$ cat src/rtl/gpmc_sync_slave_if.sv
// GPMC chip-select-1 pad bundle: multiplexed AD bus plus control strobes.
// The master side is the host (or its model); the slave side is this FPGA responder.
interface gpmc_sync_slave_if;
    logic [15:0] gpmc_ad_in;
    logic [15:0] gpmc_ad_out;
    logic        gpmc_ad_oe;
    logic        gpmc_advn;
    logic        gpmc_csn1;
    logic        gpmc_wein;
    logic        gpmc_oen;

    modport master (
        output gpmc_ad_in,
        output gpmc_advn,
        output gpmc_csn1,
        output gpmc_wein,
        output gpmc_oen,
        input  gpmc_ad_out,
        input  gpmc_ad_oe
    );

    modport slave (
        input  gpmc_ad_in,
        input  gpmc_advn,
        input  gpmc_csn1,
        input  gpmc_wein,
        input  gpmc_oen,
        output gpmc_ad_out,
        output gpmc_ad_oe
    );
endinterface

$ cat src/rtl/gpmc_sync_slave.sv
// Synchronous address/data-multiplexed GPMC responder that turns host bursts
// into single-cycle register-file write and read strobes.
module gpmc_sync_slave #(
    parameter int ADDR_WIDTH = 16
) (
    input  logic                  gpmc_clk,
    input  logic                  reset_n,
    gpmc_sync_slave_if.slave      bus,
    output logic [ADDR_WIDTH-1:0] reg_addr,
    output logic                  reg_wr_en,
    output logic [15:0]           reg_wr_data,
    output logic                  reg_rd_en,
    input  logic [15:0]           reg_rd_data
);

    typedef enum logic [1:0] {
        IDLE  = 2'd0,
        WRITE = 2'd1,
        READ  = 2'd2
    } state_e;

    localparam logic [ADDR_WIDTH-1:0] ADDR_ONE = ADDR_WIDTH'(1);

    state_e                  state_q,    state_d;
    logic [ADDR_WIDTH-1:0]   base_q,     base_d;
    logic [ADDR_WIDTH-1:0]   beat_q,     beat_d;
    logic [ADDR_WIDTH-1:0]   reg_addr_q, reg_addr_d;
    logic                    wr_en_q,    wr_en_d;
    logic [15:0]             wr_data_q,  wr_data_d;
    logic                    rd_en_q,    rd_en_d;
    logic [15:0]             ad_out_q,   ad_out_d;
    logic                    ad_oe_q,    ad_oe_d;
    logic [ADDR_WIDTH-1:0]   beat_addr_s;

    assign beat_addr_s = base_q + beat_q;

    // Next-state and output decode; address phases win over any state.
    always_comb begin
        state_d    = state_q;
        base_d     = base_q;
        beat_d     = beat_q;
        reg_addr_d = reg_addr_q;
        wr_en_d    = 1'b0;
        wr_data_d  = wr_data_q;
        rd_en_d    = rd_en_q;
        ad_out_d   = ad_out_q;
        ad_oe_d    = 1'b0;

        if (bus.gpmc_csn1) begin
            state_d = IDLE;
            rd_en_d = 1'b0;
        end else if (!bus.gpmc_advn) begin
            base_d = bus.gpmc_ad_in[ADDR_WIDTH-1:0];
            beat_d = '0;
            if (!bus.gpmc_wein) begin
                state_d = WRITE;
                rd_en_d = 1'b0;
            end else begin
                state_d    = READ;
                reg_addr_d = bus.gpmc_ad_in[ADDR_WIDTH-1:0];
                rd_en_d    = 1'b1;
            end
        end else begin
            case (state_q)
                IDLE: begin
                    rd_en_d = 1'b0;
                end
                WRITE: begin
                    rd_en_d = 1'b0;
                    if (!bus.gpmc_wein) begin
                        wr_en_d    = 1'b1;
                        reg_addr_d = beat_addr_s;
                        wr_data_d  = bus.gpmc_ad_in;
                        beat_d     = beat_q + ADDR_ONE;
                    end else begin
                        wr_en_d = 1'b0;
                    end
                end
                READ: begin
                    ad_out_d = reg_rd_data;
                    // A write enable during a read is honoured as a write beat.
                    if (!bus.gpmc_wein) begin
                        state_d    = WRITE;
                        rd_en_d    = 1'b0;
                        wr_en_d    = 1'b1;
                        reg_addr_d = beat_addr_s;
                        wr_data_d  = bus.gpmc_ad_in;
                        beat_d     = beat_q + ADDR_ONE;
                    end else if (!bus.gpmc_oen) begin
                        ad_oe_d    = 1'b1;
                        rd_en_d    = 1'b1;
                        reg_addr_d = reg_addr_q + ADDR_ONE;
                    end else begin
                        rd_en_d = 1'b1;
                    end
                end
                default: begin
                    state_d = IDLE;
                    rd_en_d = 1'b0;
                end
            endcase
        end
    end

    // State and output registers with synchronous active-low reset.
    always_ff @(posedge gpmc_clk) begin
        if (!reset_n) begin
            state_q    <= IDLE;
            base_q     <= '0;
            beat_q     <= '0;
            reg_addr_q <= '0;
            wr_en_q    <= 1'b0;
            wr_data_q  <= 16'h0000;
            rd_en_q    <= 1'b0;
            ad_out_q   <= 16'h0000;
            ad_oe_q    <= 1'b0;
        end else begin
            state_q    <= state_d;
            base_q     <= base_d;
            beat_q     <= beat_d;
            reg_addr_q <= reg_addr_d;
            wr_en_q    <= wr_en_d;
            wr_data_q  <= wr_data_d;
            rd_en_q    <= rd_en_d;
            ad_out_q   <= ad_out_d;
            ad_oe_q    <= ad_oe_d;
        end
    end

    assign reg_addr        = reg_addr_q;
    assign reg_wr_en       = wr_en_q;
    assign reg_wr_data     = wr_data_q;
    assign reg_rd_en       = rd_en_q;
    assign bus.gpmc_ad_out = ad_out_q;
    assign bus.gpmc_ad_oe  = ad_oe_q;

endmodule

$ cat src/flat_wrapper.sv
// flat-port wrapper written by rule: the top's interface ports become plain ports
module gpmc_sync_slave_flat 
#(
    parameter int ADDR_WIDTH = 16
)
  (gpmc_clk, reset_n, reg_addr, reg_wr_en, reg_wr_data, reg_rd_en, reg_rd_data, bus_gpmc_ad_in, bus_gpmc_advn, bus_gpmc_csn1, bus_gpmc_wein, bus_gpmc_oen, bus_gpmc_ad_out, bus_gpmc_ad_oe);
  gpmc_sync_slave_if bus_i ();
  input  logic gpmc_clk;
  input  logic reset_n;
  output logic [ADDR_WIDTH-1:0] reg_addr;
  output logic reg_wr_en;
  output logic [15:0] reg_wr_data;
  output logic reg_rd_en;
  input  logic [15:0] reg_rd_data;
  input wire logic [$bits(bus_i.gpmc_ad_in)-1:0] bus_gpmc_ad_in;
  input wire logic [$bits(bus_i.gpmc_advn)-1:0] bus_gpmc_advn;
  input wire logic [$bits(bus_i.gpmc_csn1)-1:0] bus_gpmc_csn1;
  input wire logic [$bits(bus_i.gpmc_wein)-1:0] bus_gpmc_wein;
  input wire logic [$bits(bus_i.gpmc_oen)-1:0] bus_gpmc_oen;
  output wire logic [$bits(bus_i.gpmc_ad_out)-1:0] bus_gpmc_ad_out;
  output wire logic [$bits(bus_i.gpmc_ad_oe)-1:0] bus_gpmc_ad_oe;
  assign bus_i.gpmc_ad_in = bus_gpmc_ad_in;
  assign bus_i.gpmc_advn = bus_gpmc_advn;
  assign bus_i.gpmc_csn1 = bus_gpmc_csn1;
  assign bus_i.gpmc_wein = bus_gpmc_wein;
  assign bus_i.gpmc_oen = bus_gpmc_oen;
  assign bus_gpmc_ad_out = bus_i.gpmc_ad_out;
  assign bus_gpmc_ad_oe = bus_i.gpmc_ad_oe;
  gpmc_sync_slave #(.ADDR_WIDTH(ADDR_WIDTH)) u_core (.gpmc_clk(gpmc_clk), .reset_n(reset_n), .bus(bus_i), .reg_addr(reg_addr), .reg_wr_en(reg_wr_en), .reg_wr_data(reg_wr_data), .reg_rd_en(reg_rd_en), .reg_rd_data(reg_rd_data));
endmodule
$ cat config.mk
export PLATFORM = sky130hd
export DESIGN_NAME = gpmc_sync_slave_flat
export DESIGN_NICKNAME = d
export VERILOG_FILES = /design/src/rtl/gpmc_sync_slave_if.sv /design/src/rtl/gpmc_sync_slave.sv /design/src/flat_wrapper.sv
export SDC_FILE = /design/constraint.sdc
export NUM_CORES = 1
export LEC_CHECK = 0
export BUFFER_PORTS_ARGS = -buffer_cell sky130_fd_sc_hd__buf_4
export CORE_MARGIN = 2
export CORE_UTILIZATION = 30
export CTS_CLUSTER_DIAMETER = 150
export DETAILED_ROUTE_END_ITERATION = 6
export HOLD_SLACK_MARGIN = 0.03
export PLACE_DENSITY_LB_ADDON = 0.08
export REMOVE_ABC_BUFFERS = 1
export SLEW_MARGIN = 15
export SYNTH_ARGS = -nofsm -noshare
export SYNTH_HDL_FRONTEND = slang
export SYNTH_SLANG_ARGS = --single-unit
$ cat constraint.sdc
create_clock -name gpmc_clk -period 2.85 [get_ports gpmc_clk]
set_input_delay 0.1425 -clock gpmc_clk [delete_from_list [all_inputs] [get_ports gpmc_clk]]
set_output_delay 0.1425 -clock gpmc_clk [all_outputs]
set_load 0.005 [all_outputs]
==> metrics.md, run 1 <==
| Metric | Value |
|---|---|
| Tmin final | `~2.6 ns` |
| Dpl ws | `0.296 ns` |
| Final Setup Violations | `0` |
| Routed wire length | `around 14000 µm` |
| Fmax | `388 MHz` |
| Worst-Margin Slew | `0.919 ns` |
| Detail Placement HPWL | `9920 µm` |
| Synthesized flop and latch total | `85` |
| DR WL/cell | `17.0 µm` |
| Largest net degree at the start of global routing | `50` |
| Post-CTS Resized | `0` |
| Hold-fix buffers, CTS | `7` |
| Synth top area cells | `dfxtp_1, nand2_1, a21oi_1, ha_1, a22o_1` |
| R2r setup slk | `0.27 ns` |
| Post-route ant nets | `0` |
| CTS tree | `yes` |
| Post-Syn Area | `approximately 4400 µm²` |
| Setup WS post-layout | `0.273 ns` |
| DRT iter0 DRCs | `~260` |
| GRT overflow | `0` |
| CP max stage delay | `0.46 ns` |
| Layout cells sized above 1 | `19.7%` |
| Starting density of the core | `30.5%` |
| Register area share after synthesis | `38.5%` |
| Register area | `~1700 µm²` |
| Post-synth EDFFs | `0` |
| Synth Area in Compound Gates | `roughly 22%` |
| PD cells | `473 nW/µm²` |
| Unrepaired setup endpoints after global routing | `false` |
| Simple logic cell fraction of the synthesized area | `22.4%` |
| Vias per inst | `5.14` |
| WP depth | `8` |
| Critical path class | `flop to flop` |
| Max-slew violation count | `0` |
| Final period utilization | `90.4%` |
| Multi-input gate area | `roughly 2600 µm²` |
| Leakage | `2.25 nW` |
| Layout Area Growth over Synthesis | `26.9%` |
| HP Class | `input port to flop` |
| Slowest stage cell, crit path | `a221oi_2` |
| Overall power | `~2.7 mW` |
| Clk_lat worst skew | `0.35 ns` |
| NumNets Final | `just under 700` |
| Mapped Cells | `approximately 540` |
| Xor-xnor portion of the synthesized cell area | `6.14%` |
| Port bufs | `88` |
| Num CTS Buffers | `9` |
| Setup_tns | `0 ns` |
| CTS Buffer Depth | `2` |
| Vias in the first global route | `4019` |
| Final Hold Vio Count | `0` |
| Clk slew on worst S/H paths | `0.07 ns` |
| Die X | `125 µm` |
| Largest family of logic cells by synthesized area | `simple AND/OR/NAND/NOR gates` |
| Fin util | `38.7%` |
| Total GRT Usage | `18.1%` |
| Crit-path max FO | `6` |
| Most used DFF post-synth | `dfxtp_1` |
| Core area | `14500 µm²` |
| Worst Skew | `0.00818 ns` |
| Drt drc | `0` |
| Crit path cell chain | `ha_1, fa_1, a21oi_1, o21ai_0, a221oi_2, o221a_2, xnor2_1, a31o_2` |
| Asr flop ratio synth | `0%` |
| Post-Synth Adder-Cell Area | `6.11%` |
| Status | `finished, final reports clean` |
| Post-CTS setup buffer count | `0` |
| CP arrival | `between 2 and 3 ns` |
| RePlAce Congestion | `between 0.7 and 0.8` |
| DRT Pass-1 Iters | `4` |
| Routed vias | `4212` |
| Most common cell in the netlist | `nand2_1` |
| Critical path data required time | `3.09 ns` |
| Fillcell total | `1489` |
| Hold Path Depth | `2` |
| Max_cap viols | `0` |
| Critical Path End Type | `flop` |
| Share of the synthesized area in the top cell type | `38.5%` |
| Peak VDD IR | `238 µV` |
| Die H | `between 100 and 150 µm` |
| Max H-tree Level | `3` |
| FF-to-FF path depth | `8` |
| Buf/Inv on CP | `0` |
| Antenna fix cells | `0` |
| CTS root buffer | `clkbuf_16` |
| Ports | `89` |
| Critical path startpoint category | `flop` |
| Cell family with most CP delay | `compound AO/OA/AOI/OAI gates` |
| Row Count | `44` |
| Mux contribution to synthesized area | `0.707%` |
| Global-route wire length before repair | `roughly 22000 µm` |
| Cell type contributing the most total cell area after synthesis | `dfxtp_1` |
| Die Footprint | `15700 µm²` |
| Slew headroom | `slightly below 40%` |
| Top cells by count, synth | `nand2_1, dfxtp_1, a21oi_1` |
| Synth Area per Inst | `8.14 µm²` |
| Yosys cell types | `64` |
| YS warnings | `0` |
| Initial antenna violation count | `0` |
| # clock sinks | `85` |
[flip-flops by register name (all words and copies together), names as in the netlist]
register	cells
u_core.reg_addr	16
u_core.bus.gpmc_ad_oe	1
u_core.base_q	16
u_core.state_q	2
u_core.reg_wr_data	16
u_core.reg_rd_en	1
u_core.reg_wr_en	1
u_core.beat_q	16
u_core.bus.gpmc_ad_out	16
[kinds of logic (layout without fill, tap and decap cells)]
kind of cell | after synthesis | after routing
AND/OR/NAND/NOR | 213 | 213
AO/OA/AOI/OAI | 150 | 150
flip-flops | 85 | 85
buffers and inverters | 40 | 133
XOR/XNOR | 31 | 31
adder cells (fa/ha/maj) | 21 | 21
multiplexers | 3 | 3
[layer usage]
layer | vias up | routed length, µm | GRT usage, %
met4 | 0 | 283 | 6.86
met5 | - | 0 | 0
met3 | 15 | 729 | 3.34
met2 | 104 | 6250 | 28.3
met1 | 1968 | 6680 | 24.9
li1 | 2125 | - | -
[final cells by class]
cell class | instances | share of cell area (%)
multi-input combinational | 418 | 45.5
sequential | 85 | 30.3
timing repair buffer | 104 | 14.2
clock buffer | 12 | 4.57
tap | 184 | 4.10
inverter | 13 | 0.870
clock inverter | 4 | 0.401
[worst register-to-register path: stages, from the launching register on]
cell and delay [ns]:
dfxtp_1 0.36, ha_1 0.24, fa_1 0.41, a21oi_1 0.21, o21ai_0 0.22, a221oi_2 0.46
o221a_2 0.27, xnor2_1 0.06, a31o_2 0.24
[cell usage in the layout (no fill, tap or decap), types with 3 or more instances in the layout]
master and count:
dlygate4sd3_1 7, buf_4 97, a211oi_1 4, nor4_1 5, or3_1 7, xnor2_1 17
nand4_1 12, a31oi_1 3, nand3_1 16, and3_1 12, nor3_1 10, a21oi_1 70
xor2_1 14, o21ai_0 21, a22o_1 17, inv_1 13, nand2_1 98, a21o_1 3
clkinv_2 3, ha_1 20, nor2_1 39, clkbuf_16 9, dfxtp_1 85
[through the flow]
step | hold slack (ns) | instances | cell area, µm²
after floorplan | 0.222 | 516 | 4300
after global placement | 0.325 | 797 | 5260
after detailed placement | 0.322 | 797 | 5260
after CTS | 0.0302 | 820 | 5610
after global routing | 0.0390 | 820 | 5610
final | 0.0362 | 820 | 5610
[final timing paths]
path                                                         startpoint                                 endpoint
worst max register to register            u_core.beat_q[0]$_SDFFE_PN0P_         u_core.reg_addr[14]$_SDFFE_PN0P_
worst min-delay path                                  bus_gpmc_ad_in[9]            u_core.base_q[9]$_SDFFE_PN0P_
worst max-delay path                      u_core.beat_q[0]$_SDFFE_PN0P_         u_core.reg_addr[14]$_SDFFE_PN0P_
worst min register to register  u_core.bus.gpmc_ad_out[12]$_SDFFE_PN0P_  u_core.bus.gpmc_ad_out[12]$_SDFFE_PN0P_
[power breakdown]
group	internal, mW	leakage (nW)	switching [mW]
sequential	1.22	0.689	0.0348
combinational	0.125	1.43	0.149
clock	0.634	0.138	0.495
total	1.98	2.25	0.680
Power figures use the tool's default switching activity.
==> run 2: changes to the inputs <==
--- a/config.mk
+++ b/config.mk
@@ -7,4 +7,5 @@
 export LEC_CHECK = 0
 export BUFFER_PORTS_ARGS = -buffer_cell sky130_fd_sc_hd__buf_4
+export CORE_ASPECT_RATIO = 1.4
 export CORE_MARGIN = 2
 export CORE_UTILIZATION = 30
==> constraint.sdc (replaced) <==
create_clock -name gpmc_clk -period 2.85 [get_ports gpmc_clk]
set_input_delay 0.1425 -clock gpmc_clk [delete_from_list [all_inputs] [get_ports gpmc_clk]]
set_output_delay 0.1425 -clock gpmc_clk [all_outputs]
set_load 0.02 [all_outputs]
==> run 2 against run 1 <==
Net effect:
- via count down 1.2%
- register-to-register slack improved by 0.05 ns
- sequential cell count is the same
- critical path type unchanged
- largest power group unchanged
- clock skew is 0.00085 ns lower
- count of clock-buffer cells in the layout fell by 2
==> metrics.md, run 2 (same netlist as run 1, synthesis figures left out) <==
| Metric | Value |
|---|---|
| Clk slew on worst S/H paths | `0.06 ns (about the same)` |
| PD cells | `480 nW/µm² (+1.3%)` |
| Unrepaired setup endpoints after global routing | `false` |
| Vias in the first global route | `3960 (-1.5%)` |
| Overall power | `2.70 mW (+1.5%)` |
| Largest net degree at the start of global routing | `26 (-48%)` |
| Ports | `89 (unchanged)` |
| DR WL/cell | `16.7 µm (-1.5%)` |
| Global-route wire length before repair | `21700 µm (-2.7%)` |
| Reg2reg end | `u_core.reg_addr[14]$_SDFFE_PN0P_` |
| Post-route ant nets | `0 (unchanged)` |
| Slew headroom | `46.5% (+7.7 points)` |
| Layout cells sized above 1 | `19.6% (-0.096 points)` |
| Clk_lat worst skew | `0.34 ns (about the same)` |
| Leakage | `2.25 nW (about the same)` |
| Max-slew violation count | `0 (unchanged)` |
| Most frequent cells in the layout | `nand2_1, buf_4, dfxtp_1` |
| Die H | `148 µm (+18%)` |
| Final Hold Vio Count | `0 (unchanged)` |
| Routed wire length | `13800 µm (-1.1%)` |
| # clock sinks | `85 (unchanged)` |
| RR Startpoint | `u_core.beat_q[0]$_SDFFE_PN0P_` |
| Post-CTS setup buffer count | `0 (unchanged)` |
| Die Footprint | `15700 µm² (about the same)` |
| Buf/Inv on CP | `0 (unchanged)` |
| Tmin final | `2.52 ns (-0.0541 ns)` |
| Critical path class | `flop to flop` |
| Peak VDD IR | `220 µV (-7.7%)` |
| Crit path cell chain | `ha_1, fa_1, a21oi_1, o21ai_0, a221oi_2, o221a_2, xnor2_1, a31o_2` |
| CTS Buffer Depth | `2 (unchanged)` |
| Setup crit start | `u_core.beat_q[0]$_SDFFE_PN0P_` |
| CP max stage delay | `0.42 ns (-0.04 ns)` |
| Layout Area Growth over Synthesis | `27.1%` |
| DRT Pass-1 Iters | `4 (unchanged)` |
| Drt drc | `0 (unchanged)` |
| RePlAce Congestion | `0.793 (+2.5%)` |
| Core area | `14400 µm² (-0.24%)` |
| Crit path to | `u_core.reg_addr[14]$_SDFFE_PN0P_` |
| CTS root buffer | `clkbuf_16` |
| Status | `finished, final reports clean` |
| Row Count | `52 (+18%)` |
| Critical Path End Type | `flop` |
| Metal3 WL | `892 µm (+22%)` |
| FF-to-FF path depth | `8 (unchanged)` |
| Starting density of the core | `30.6% (+0.074 points)` |
| Setup_tns | `0 ns (unchanged)` |
| Max Used Layer | `met4` |
| Routed vias | `4161 (-1.2%)` |
| Critical path startpoint category | `flop` |
| Fmax | `396 MHz (+2.1%)` |
| GRT overflow | `0 (unchanged)` |
| DRT met1 WL | `6050 µm (-9.4%)` |
| Crit-path max FO | `6 (unchanged)` |
| Port bufs | `88 (unchanged)` |
| R2r setup slk | `0.33 ns (+0.05 ns)` |
| Detail Placement HPWL | `10100 µm (+1.8%)` |
| Die X | `107 µm (-15%)` |
| Vias per inst | `5.06 (-1.6%)` |
| NumNets Final | `689 (-0.14%)` |
| HP Class | `input port to flop` |
| Antenna fix cells | `0 (unchanged)` |
| Worst-Margin Slew | `0.803 ns (-0.116 ns)` |
| Initial antenna violation count | `0 (unchanged)` |
| Num CTS Buffers | `9 (unchanged)` |
| Final period utilization | `88.5% (-1.9 points)` |
| Hold-fix buffers, CTS | `6 (-1)` |
| Critical path data required time | `3.09 ns (about the same)` |
| Cell family with most CP delay | `compound AO/OA/AOI/OAI gates` |
| Worst Skew | `0.00733 ns (-0.000852 ns)` |
| Post-CTS Resized | `0 (unchanged)` |
| WP depth | `8 (unchanged)` |
| Most common cell after layout, fill and taps aside | `nand2_1` |
| DRT iter0 DRCs | `253 (-2.3%)` |
| CP arrival | `2.76 ns (-0.06 ns)` |
| Hold Path Depth | `2 (unchanged)` |
| Total GRT Usage | `17.9% (-0.24 points)` |
| Slowest stage cell, crit path | `a221oi_2` |
| CTS tree | `yes` |
| Max H-tree Level | `3 (unchanged)` |
| Max_cap viols | `0 (unchanged)` |
| Final Setup Violations | `0 (unchanged)` |
| Metal2 WL | `6640 µm (+6.2%)` |
==> run 2: cell count changes in the layout (fill, tap and decap cells not counted), sizes merged <==
| cell | previous run | this run |
|---|---|---|
| bufinv | 0 | 1 |
| clkbuf | 12 | 10 |
| dlygate4sd3 | 7 | 6 |
==> run 2: report_power, final <==
part           internal, mW  switching [mW]
logic                 0.126           0.169
clock network         0.670           0.480
registers              1.22          0.0345
total                  2.01           0.684
==> run 2: worst min path at each step <==
stage / from / to
final: bus_gpmc_ad_in[8] / u_core.base_q[8]$_SDFFE_PN0P_
after global routing: bus_gpmc_ad_in[0] / u_core.base_q[0]$_SDFFE_PN0P_
after CTS: bus_gpmc_ad_in[15] / u_core.base_q[15]$_SDFFE_PN0P_
after detailed placement: bus_gpmc_oen / u_core.bus.gpmc_ad_oe$_SDFF_PP0_
after global placement: bus_gpmc_oen / u_core.bus.gpmc_ad_oe$_SDFF_PP0_
after floorplan: bus_gpmc_oen / u_core.bus.gpmc_ad_oe$_SDFF_PP0_
==> run 2: layout make-up <==
class | instances | area, µm²
flip-flops and latches | 85 | 1700
repair buffers | 103 | 801
clock inverters | 5 | 52.6
clock buffers | 10 | 229
fillers | 1510 | 8820
inverters | 13 | 48.8
multi-input cells | 418 | 2550
well taps | 189 | 236
==> run 2: per-stage QoR <==
| stage | std cells | utilization (%) | hold slack [ns] | instance area [µm²] | worst slack, ns |
|---|---|---|---|---|---|
| final | 823 | 38.9 | 0.0450 | 5620 | 0.327 |
| after global routing | 823 | 38.9 | 0.0398 | 5620 | 0.164 |
| after CTS | 823 | 38.9 | 0.0335 | 5620 | 0.350 |
| after detailed placement | 802 | 36.6 | 0.332 | 5280 | 0.349 |
| after global placement | 802 | 36.6 | 0.334 | 5280 | 0.393 |
| after floorplan | 516 | - | 0.222 | 4300 | 0.631 |
==> run 2: worst reg2reg max path: cells and delay by family, from the launching register on <==
kind	cells	cell delay (ns)
AO/OA/AOI/OAI	5	1.35
XOR/XNOR	1	0.06
flip-flops	1	0.36
adder cells (fa/ha/maj)	2	0.65
==> run 2: routing by layer <==
metal / GRT usage (%) / vias to the layer above
li1: - / 2120
met1: 23.2 / 1919
met2: 30.1 / 108
met3: 3.22 / 14
met4: 5.26 / 0
met5: 0 / -
==> run 3: changes to the inputs <==
CORE_MARGIN = unset   (was 2)
==> run 3 against run 2 <==
Net effect:
- cell count did not move
- sequential share of layout area barely moved
- fmax rose by 0.57%
- largest power group unchanged
==> metrics.md, run 3 (same netlist as run 1, synthesis figures left out) <==
| Metric | Value |
|---|---|
| Max H-tree Level | `3 (unchanged)` |
| Routed wire length | `13800 µm (+0.15%)` |
| Clk_lat worst skew | `0.35 ns (about the same)` |
| Post-route ant nets | `0 (unchanged)` |
| Setup WS post-layout | `0.341 ns (+0.0143 ns)` |
| Crit-path max FO | `6 (unchanged)` |
| DR WL/cell | `16.8 µm (+0.15%)` |
| Placed cells | `803 (+0.12%)` |
| Antenna fix cells | `0 (unchanged)` |
| DRT Pass-1 Iters | `4 (unchanged)` |
| Critical path data required time | `3.09 ns (about the same)` |
| CTS Buffer Depth | `2 (unchanged)` |
| CTS tree | `yes` |
| Max_cap viols | `0 (unchanged)` |
| Layout Area Growth over Synthesis | `27.0%` |
| CP arrival | `2.75 ns (about the same)` |
| Worst Skew | `0.00558 ns (-0.00176 ns)` |
| Final Setup Violations | `0 (unchanged)` |
| Worst-Margin Slew | `0.867 ns (+0.0641 ns)` |
| CTS root buffer | `clkbuf_16` |
| PD cells | `488 nW/µm² (+1.7%)` |
| Die X | `105 µm (-1.9%)` |
| Max-slew violation count | `0 (unchanged)` |
| Dpl ws | `0.358 ns (+0.00939 ns)` |
| Largest net degree at the start of global routing | `43 (+65%)` |
| DRT iter0 DRCs | `178 (-30%)` |
| HP Class | `input port to flop` |
| GRT overflow | `0 (unchanged)` |
| Fmax | `399 MHz (+0.57%)` |
| Critical path class | `flop to flop` |
| Tmin final | `2.51 ns (-0.0143 ns)` |
| Initial antenna violation count | `0 (unchanged)` |
| # clock sinks | `85 (unchanged)` |
| Drt drc | `0 (unchanged)` |
| Global-route wire length before repair | `21900 µm (+0.64%)` |
| Final period utilization | `88.0% (-0.50 points)` |
| Die Footprint | `15200 µm² (-3.2%)` |
| Vias in the first global route | `3912 (-1.2%)` |
| Final Hold Vio Count | `0 (unchanged)` |
| Ports | `89 (unchanged)` |
| Detail Placement HPWL | `10200 µm (+0.57%)` |
| Leakage | `2.24 nW (-0.35%)` |
| Setup_tns | `0 ns (unchanged)` |
| Num CTS Buffers | `9 (unchanged)` |
| Row Count | `52 (unchanged)` |
| Most frequent cells in the layout | `nand2_1, buf_4, dfxtp_1` |
| Vias per inst | `5.03 (-0.58%)` |
| Critical path startpoint category | `flop` |
| RePlAce Congestion | `0.811 (+2.2%)` |
| Clk slew on worst S/H paths | `0.07 ns (about the same)` |
| Slew headroom | `42.2% (-4.3 points)` |
| Die H | `146 µm (-1.4%)` |
| NumNets Final | `688 (-0.15%)` |
| Critical Path End Type | `flop` |
| Core area | `14400 µm² (unchanged)` |
| Status | `finished, final reports clean` |
| Peak VDD IR | `228 µV (+3.8%)` |
| Layout cells sized above 1 | `20.0% (+0.47 points)` |
| Unrepaired setup endpoints after global routing | `false` |
| Routed vias | `4137 (-0.58%)` |
| Non-Filler Instances | `823 (unchanged)` |
| Port bufs | `88 (unchanged)` |
| Starting density of the core | `30.6% (unchanged)` |
| Total GRT Usage | `18.5% (+0.66 points)` |
==> run 3: worst max-delay path, stage by stage, from the launching register on <==
cell,delay (ns)
dfxtp_1,0.36
ha_1,0.25
fa_1,0.40
a21oi_1,0.20
o21ai_0,0.21
a221oi_2,0.42
o221a_2,0.26
xnor2_1,0.06
a31o_2,0.24
==> run 3: timing repair <==
item                                    in CTS  in global routing
endpoints found under the setup margin       0                  0
hold buffers                                 4                  0
buffers inserted                             0                  0
resized for setup                            0                  0
hold endpoints to repair                     4                  0
==> run 3: final cells by class <==
| cell class | instances | area [µm²] |
|---|---|---|
| Multi-Input combinational cell | 418 | 2550 |
| Fill cell | 1508 | 8830 |
| Clock inverter | 7 | 75.1 |
| Inverter | 13 | 48.8 |
| Tap cell | 189 | 236 |
| Clock buffer | 9 | 225 |
| Sequential cell | 85 | 1700 |
| Timing Repair Buffer | 102 | 776 |
==> run 3: final timing paths <==
path | from | to | slack (ns) | cells past startpoint
worst max-delay path | u_core.beat_q[0]$_SDFFE_PN0P_ | u_core.reg_addr[14]$_SDFFE_PN0P_ | 0.34 | 8
worst max register to register | u_core.beat_q[0]$_SDFFE_PN0P_ | u_core.reg_addr[14]$_SDFFE_PN0P_ | 0.34 | 8
worst min register to register | u_core.reg_wr_data[15]$_SDFFE_PN0P_ | u_core.reg_wr_data[15]$_SDFFE_PN0P_ | 0.45 | 2
worst min-delay path | reg_rd_data[6] | u_core.bus.gpmc_ad_out[6]$_SDFFE_PN0P_ | 0.04 | 3
==> run 3: where the power goes <==
part | switching [mW] | internal, mW
combinational | 0.171 | 0.124
sequential | 0.0334 | 1.22
clock | 0.512 | 0.682
==> run 3: per-stage QoR <==
step | hold slack, ns | total power, mW | util [%] | area [µm²]
floorplan | 0.222 | 1.41 | - | 4300
global placement | 0.334 | 1.57 | 36.5 | 5280
detailed placement | 0.332 | 1.57 | 36.5 | 5280
CTS | 0.0337 | 2.78 | 38.9 | 5620
global route | 0.0359 | 2.87 | 38.9 | 5620
finish | 0.0396 | 2.74 | 38.9 | 5620
==> run 3: metal layers <==
metal | global-route usage (%) | share of wire (%) | vias up
li1 | - | - | 2126
met1 | 24.6 | 46 | 1880
met2 | 30.6 | 47 | 114
met3 | 2.87 | 4.6 | 17
met4 | 5.99 | 1.7 | 0
met5 | 0 | 0 | -
